`config.mk`:
```
export PLATFORM = sky130hd
export DESIGN_NAME = soc_gpio_in_conditioner
export DESIGN_NICKNAME = d
export VERILOG_FILES = /design/src/rtl/soc_gpio_in_conditioner.sv
export SDC_FILE = /design/constraint.sdc
export NUM_CORES = 1
export LEC_CHECK = 0
export BUFFER_PORTS_ARGS = -buffer_cell sky130_fd_sc_hd__buf_4
export CORE_ASPECT_RATIO = 0.7
export CORE_MARGIN = 4
export CORE_UTILIZATION = 55
export CTS_BUF_LIST = sky130_fd_sc_hd__clkbuf_4 sky130_fd_sc_hd__clkbuf_8
export CTS_CLUSTER_SIZE = 30
export DETAILED_ROUTE_END_ITERATION = 7
export PLACE_DENSITY = 0.89
export SYNTH_ARGS = -nofsm -noshare
export SYNTH_HDL_FRONTEND = slang
export SYNTH_SLANG_ARGS = --single-unit
```
`constraint.sdc`:
```
create_clock -name clk -period 1.9 [get_ports clk]
set_clock_uncertainty 0.2 [all_clocks]
set_input_delay 0.38 -clock clk [delete_from_list [all_inputs] [get_ports clk]]
set_output_delay 0.38 -clock clk [all_outputs]
set_load 0.01 [all_outputs]
```
`src/rtl/soc_gpio_in_conditioner.sv`:
```
// GPIO pad input conditioning: two-flop synchronizer, per-bit stability debounce,
// registered edge pulses and sticky, maskable edge events feeding one interrupt.
module soc_gpio_in_conditioner #(
    parameter int WIDTH           = 32,
    parameter int DEBOUNCE_CYCLES = 16,
    parameter int CNT_W           = $clog2(DEBOUNCE_CYCLES + 1)
) (
    input  logic             clk,
    input  logic             rst_n,
    input  logic [WIDTH-1:0] pad_in,
    input  logic             bypass,
    input  logic [WIDTH-1:0] rise_en,
    input  logic [WIDTH-1:0] fall_en,
    input  logic [WIDTH-1:0] evt_clr,
    output logic [WIDTH-1:0] gpio_in,
    output logic [WIDTH-1:0] rise,
    output logic [WIDTH-1:0] fall,
    output logic [WIDTH-1:0] evt,
    output logic             irq
);

    localparam logic [CNT_W-1:0] CNT_MAX = CNT_W'(DEBOUNCE_CYCLES - 1);
    localparam logic [CNT_W-1:0] CNT_ONE = CNT_W'(1);

    logic [WIDTH-1:0] s1;
    logic [WIDTH-1:0] s2;
    logic [WIDTH-1:0] stable;
    logic [WIDTH-1:0] stable_next;
    logic [WIDTH-1:0] rise_next;
    logic [WIDTH-1:0] fall_next;
    logic [CNT_W-1:0] cnt      [WIDTH];
    logic [CNT_W-1:0] cnt_next [WIDTH];

    // Debounce decision: a level is accepted on the DEBOUNCE_CYCLES-th consecutive mismatch.
    always_comb begin
        stable_next = stable;
        for (int i = 0; i < WIDTH; i++) begin
            cnt_next[i] = '0;
            if (bypass) begin
                stable_next[i] = s2[i];
            end else if (s2[i] != stable[i]) begin
                if (cnt[i] == CNT_MAX) begin
                    stable_next[i] = s2[i];
                end else begin
                    cnt_next[i] = cnt[i] + CNT_ONE;
                end
            end
        end
        rise_next = ~stable & stable_next;
        fall_next = stable & ~stable_next;
    end

    always_ff @(posedge clk) begin
        if (!rst_n) begin
            s1     <= '0;
            s2     <= '0;
            stable <= '0;
            rise   <= '0;
            fall   <= '0;
            evt    <= '0;
            for (int i = 0; i < WIDTH; i++) begin
                cnt[i] <= '0;
            end
        end else begin
            s1     <= pad_in;
            s2     <= s1;
            stable <= stable_next;
            rise   <= rise_next;
            fall   <= fall_next;
            // A new set outranks a simultaneous clear on the same bit.
            evt    <= (evt & ~evt_clr) | (rise_next & rise_en) | (fall_next & fall_en);
            for (int i = 0; i < WIDTH; i++) begin
                cnt[i] <= cnt_next[i];
            end
        end
    end

    assign gpio_in = stable;
    assign irq     = |evt;

endmodule
```
Word-level counts from Yosys, hierarchy flattened
Memory sizes are Yosys's and may differ from the RTL's. Cells that the tools add are included. Widths: inputs -> output; s select.

Register bits: 192. RAM bits: 160. Bits of input ports: 131. Output and inout bits: 129. Word-level logic and storage cells: 372. Memories: 1.

$add $sub $neg: 32. Equal/unequal tests: 64. Multiplexer cells: 226. Bitwise gates (word level): 42. Reduce and logical (&&, ||, !) cells: 1.

Memory list: cnt (depth 32, bits a word 5, rd ports 32, clocked after memory_dff 0, write ports 32, RTL line 31) `logic [CNT_W-1:0] cnt [WIDTH];`.

Operators with widths (number): $mux 5 (128); $add 5x1->5 const B (32); $and 32x32->32 (5); $eq 5x4->1 const B (32); $mux 1 (98); $not 32->32 (3); $or 32x32->32 (2); $ne 1x1->1 (32); $or 1x1->1 (32); $reduce_or 32->1 (1).

Longest topological paths before layout
Depth in word-level cells: 8. Mapped depth: 6. Gate-level depth less buffers: 6.

Worst setup path after synthesis
OpenSTA, ideal clock, no wires.

Path kind: flip-flop to flip-flop. Start: memory cnt[1][70] in the netlist's numbering. End: register evt[30]. Library setup time: 0.115 ns. Arrival: 1.313 ns. Required time: 1.585 ns. Slack: 0.272 ns. Stages on the path, launching flop included: 7. Path buffers: 0. Clock period less this slack: 1.628 ns. Cell sequence: dfxtp_1 -> ha_1 -> and3_1 -> ha_1 -> nor2_1 -> a21oi_1 -> o21a_1.

RTL lines: start, declared (RTL line 31); end signal, assigned (RTL line 71) `evt <= (evt & ~evt_clr) | (rise_next & rise_en) | (fall_next & fall_en);`; end, declared (RTL line 18) `output logic [WIDTH-1:0] evt,`.

Final worst setup path
Start: register evt[10]. End: output irq.

Longest elaborated chain between the ends: 1.

RTL lines: $reduce_or 32->1 (RTL line 79) `assign irq = |evt;`; end, declared (RTL line 19) `output logic irq`.

No other way between the ends.

==> impl_metrics.prom <==
# TYPE chip_impl_metric gauge
chip_impl_info{name="run_status",value="complete, but fails checks"} 1
chip_impl_info{name="violations",value="negative setup slack"} 1
chip_impl_metric{name="average_vias_per_placed_instance",unit=""} 5.11
chip_impl_metric{name="timing.final.hold_violations",unit=""} 0
chip_impl_info{name="yosys_most_used_dff",value="sky130_fd_sc_hd__dfxtp_1"} 1
chip_impl_metric{name="floorplan.core_area",unit="mm^2"} 0.0238
chip_impl_metric{name="setup_viol_count_final",unit=""} 1
chip_impl_metric{name="via_count_of_the_first_global_routing_pass",unit=""} 11200
chip_impl_metric{name="dpl.cell_count",unit=""} 1912
chip_impl_metric{name="switching_share",unit="%"} 22.7
chip_impl_metric{name="grt_start_max_net_pins",unit=""} 48
chip_impl_metric{name="part_of_the_power_in_registers",unit="%"} 52.2
chip_impl_metric{name="synth_seq_area_share",unit="%"} 52.5
chip_impl_info{name="synth_common_cells",value="352 x sky130_fd_sc_hd__dfxtp_1, 164 x sky130_fd_sc_hd__nor2_1, 72 x sky130_fd_sc_hd__o21ai_0"} 1
chip_impl_metric{name="syn_area",unit="mm^2"} 0.0134
chip_impl_metric{name="dr_total_vias",unit=""} 10600
chip_impl_metric{name="post_route_clock_period_utilization",unit="%"} 137
chip_impl_metric{name="drt-wirelength-per-cell",unit="um"} 15.9
chip_impl_metric{name="cpPeakStageDelay",unit="ns"} 0.35
chip_impl_metric{name="worstPathMaxFanout",unit=""} 2
chip_impl_metric{name="fin_ws",unit="ns"} -0.703
chip_impl_info{name="start_kind",value="register"} 1
chip_impl_metric{name="layout-drive-gt1-share",unit="%"} 27.3
chip_impl_metric{name="dieArea",unit="mm^2"} 0.0270
chip_impl_metric{name="detailedPlace.worstSlack",unit="ns"} -0.246
chip_impl_metric{name="power.net_switching",unit="W"} 0.00331
chip_impl_metric{name="drtPass1Iterations",unit=""} 6
chip_impl_metric{name="power.share.clock",unit="%"} 40.7
chip_impl_metric{name="p_comb_share",unit="%"} 7.1
chip_impl_metric{name="drc_errors",unit=""} 0
chip_impl_metric{name="worst_ir_drop_vdd",unit="mV"} 0.527
chip_impl_metric{name="cts.sink_count",unit=""} 352
chip_impl_metric{name="detail_route.iter0.violations",unit=""} 565
chip_impl_metric{name="synth-edff-count",unit=""} 0
chip_impl_metric{name="synth_largest_type_area_fraction",unit="%"} 52.5
chip_impl_metric{name="std_cell_rows",unit=""} 47
chip_impl_metric{name="worstPathRequired",unit="ns"} 1.32
chip_impl_metric{name="cts.reportedPaths.clkPinSlew",unit="ns"} 0.07
chip_impl_metric{name="max_slew_margin",unit="%"} 69.8
chip_impl_metric{name="synth.lib_cells_used.distinct",unit=""} 34
chip_impl_metric{name="finalNetCount",unit=""} 1919
chip_impl_metric{name="grt_antenna_before_repair",unit=""} 0
chip_impl_info{name="holdCritPathClass",value="in -> reg"} 1
chip_impl_metric{name="cellLeakagePower",unit="nW"} 7.42
chip_impl_info{name="netlist.top_cell.by_area",value="sky130_fd_sc_hd__dfxtp_1"} 1
chip_impl_metric{name="timing_worst_slew_pin_value",unit="ns"} 0.449
chip_impl_metric{name="design.portCount",unit=""} 260
chip_impl_info{name="cts_root_buffer",value="sky130_fd_sc_hd__clkbuf_8"} 1
chip_impl_metric{name="dp_hpwl",unit="um"} 21900
chip_impl_info{name="crit_end_element",value="output port"} 1
chip_impl_metric{name="syn-instance-count",unit=""} 1322
chip_impl_metric{name="timing.setup.tns",unit="ns"} -0.703
chip_impl_metric{name="globalRoute.totalOverflow",unit=""} 0
chip_impl_metric{name="htree_levels",unit=""} 2
chip_impl_metric{name="clock_period_minus_final_worst_setup_slack",unit="ns"} 2.60
chip_impl_metric{name="floorplan.initialDensity",unit="%"} 56.3
chip_impl_metric{name="max-cap-violations",unit=""} 0
chip_impl_metric{name="synth_nets",unit=""} 1517
chip_impl_metric{name="internal-power",unit="W"} 0.0113
chip_impl_metric{name="reg2reg_setup_slack",unit="ns"} 0.06
chip_impl_info{name="rsz0062_at_grt",value="true"} 1
chip_impl_metric{name="synth.avg_cell_area",unit="um^2"} 10.1
chip_impl_metric{name="maxClockFrequency",unit="MHz"} 384
chip_impl_metric{name="worst_hold_slack",unit="ns"} 0.0248
chip_impl_metric{name="power_after_layout",unit="W"} 0.0146
chip_impl_metric{name="antenna_cells",unit=""} 0
chip_impl_metric{name="clock_insertion_delay_worst_skew",unit="ns"} 0.57
chip_impl_metric{name="final-max-slew-violation-count",unit=""} 0
chip_impl_metric{name="grtUsageTotal",unit="%"} 23.6
chip_impl_info{name="synth.top_cells.by_area",value="sky130_fd_sc_hd__dfxtp_1 53%, sky130_fd_sc_hd__ha_1 6.0%, sky130_fd_sc_hd__nor2_1 4.6%"} 1
chip_impl_metric{name="cp.arrival",unit="ns"} 2.02
chip_impl_info{name="timing.critical_path.cells",value="nor4_4, buf_4, nand4_1, or2_4, buf_6"} 1
chip_impl_info{name="critPathSlowestCell",value="sky130_fd_sc_hd__or2_4"} 1
chip_impl_info{name="post-synth-top-count-cell",value="sky130_fd_sc_hd__dfxtp_1"} 1
chip_impl_metric{name="layout-area-overhead-vs-synth",unit="%"} 32.9
chip_impl_metric{name="grt_pass1_wl",unit="um"} 53900
chip_impl_info{name="worstSetupPathType",value="reg -> out"} 1
chip_impl_metric{name="synthArstFlopShare",unit="%"} 0
chip_impl_metric{name="ant_nets",unit=""} 0
chip_impl_metric{name="yosys_warn_count",unit=""} 0
chip_impl_metric{name="routed_wirelength",unit="um"} 33000
chip_impl_metric{name="power_density_over_the_cells",unit="mW/mm^2"} 819
chip_impl_metric{name="die_w",unit="um"} 195
chip_impl_metric{name="synth-seq-cells",unit=""} 352
chip_impl_metric{name="finalWeightedCongestion",unit=""} 0.833
chip_impl_metric{name="cts_buffer_depth",unit=""} 3
chip_impl_metric{name="cts_buffers",unit=""} 50
chip_impl_info{name="tritoncts",value="done"} 1
chip_impl_metric{name="port_buffers",unit=""} 259
chip_impl_metric{name="overall_die_height",unit="um"} 139
chip_impl_metric{name="layoutNonFillerInstCount",unit=""} 2078
power by group through the flow:
stage                     Combinational [W]  Clock, W  Sequential, W
after floorplan                    0.000421         0        0.00778
after global placement             0.000856         0        0.00777
after detailed placement           0.000881         0        0.00778
after CTS                           0.00102   0.00603        0.00762
after global routing                0.00112   0.00640        0.00764
final                               0.00104   0.00594        0.00763
cell type report:
cell class              instances  area (um^2)
clock buffers                  77          953
flip-flops and latches        352         7050
well taps                     318          398
fillers                      1530         5980
clock inverters                11         57.6
repair buffers                381         3150
inverters                      64          240
multi-input cells             875         5980
per-layer routing:
metal | global-route usage [%] | share of wire [%] | vias up
li1 | - | - | 5221
met1 | 27.9 | 42 | 5007
met2 | 41.9 | 49 | 310
met3 | 6.19 | 6.4 | 82
met4 | 7.80 | 2.6 | 0
met5 | 0 | 0 | -
metrics by stage:
step / util [%] / instance area, um^2
2_1_floorplan: - / 13400
3_3_place_gp: 67.1 / 16000
3_5_place_dp: 67.1 / 16000
4_1_cts: 74.7 / 17800
5_1_grt: 74.9 / 17800
6_report: 74.9 / 17800
what timing repair did:
action	CTS	global route
hold buffers	74	2
buffers inserted	2	0
pin swaps	4	1
resized for setup	8	9
hold endpoints to repair	62	2
endpoints found under the setup margin	1	20
state kept, by name, summed over array words and instances, names as in the netlist:
register,flops
rise,32
s2,32
fall,32
evt,32
gpio_in,32
s1,32
cnt,160
logic make-up after synthesis:
family                   Yosys count  synth area share (%)
AND/OR/NAND/NOR                  557                  24.6
flip-flops                       352                  52.5
buffers and inverters             95                  3.21
AO/OA/AOI/OAI                    158                  7.43
XOR/XNOR                          96                  6.27
adder cells (fa/ha/maj)           64                  5.97
cells in the final DEF (no fill, tap or decap), types with 5 or more instances in the layout:
cell,n
sky130_fd_sc_hd__a21boi_1,27
sky130_fd_sc_hd__and3_1,32
sky130_fd_sc_hd__xnor2_1,32
sky130_fd_sc_hd__nor3b_1,59
sky130_fd_sc_hd__buf_12,7
sky130_fd_sc_hd__dfxtp_2,5
sky130_fd_sc_hd__nand3b_1,63
sky130_fd_sc_hd__inv_1,64
sky130_fd_sc_hd__nand3_1,32
sky130_fd_sc_hd__nor2_1,162
sky130_fd_sc_hd__dlygate4sd3_1,76
sky130_fd_sc_hd__o21a_1,32
sky130_fd_sc_hd__nand3_2,32
sky130_fd_sc_hd__buf_4,295
sky130_fd_sc_hd__o21ai_1,9
sky130_fd_sc_hd__clkinv_2,10
sky130_fd_sc_hd__xor2_1,64
sky130_fd_sc_hd__clkbuf_8,60
sky130_fd_sc_hd__dfxtp_1,347
sky130_fd_sc_hd__o21ai_2,12
sky130_fd_sc_hd__nor2_4,28
sky130_fd_sc_hd__ha_1,64
sky130_fd_sc_hd__and2_1,64
sky130_fd_sc_hd__o21ai_0,70
sky130_fd_sc_hd__clkbuf_4,17
sky130_fd_sc_hd__nand2_1,65
sky130_fd_sc_hd__a21boi_0,5
critical path: cells and delay by family, from the launching register on:
kind | cells | cell delay (ns)
buffers and inverters | 2 | 0.30
flip-flops | 1 | 0.33
AND/OR/NAND/NOR | 3 | 0.84
path summary, 6_finish.rpt:
kind	cells after the start	from	endpoint
worst max-delay path	5	evt[10]	irq
worst min-delay path	4	rise_en[6]	evt[6]
worst max register to register	5	cnt[0][5]	evt[1]
worst min register to register	1	s1[12]	s2[12]
Note: power is estimated with default switching activity, not from simulation.
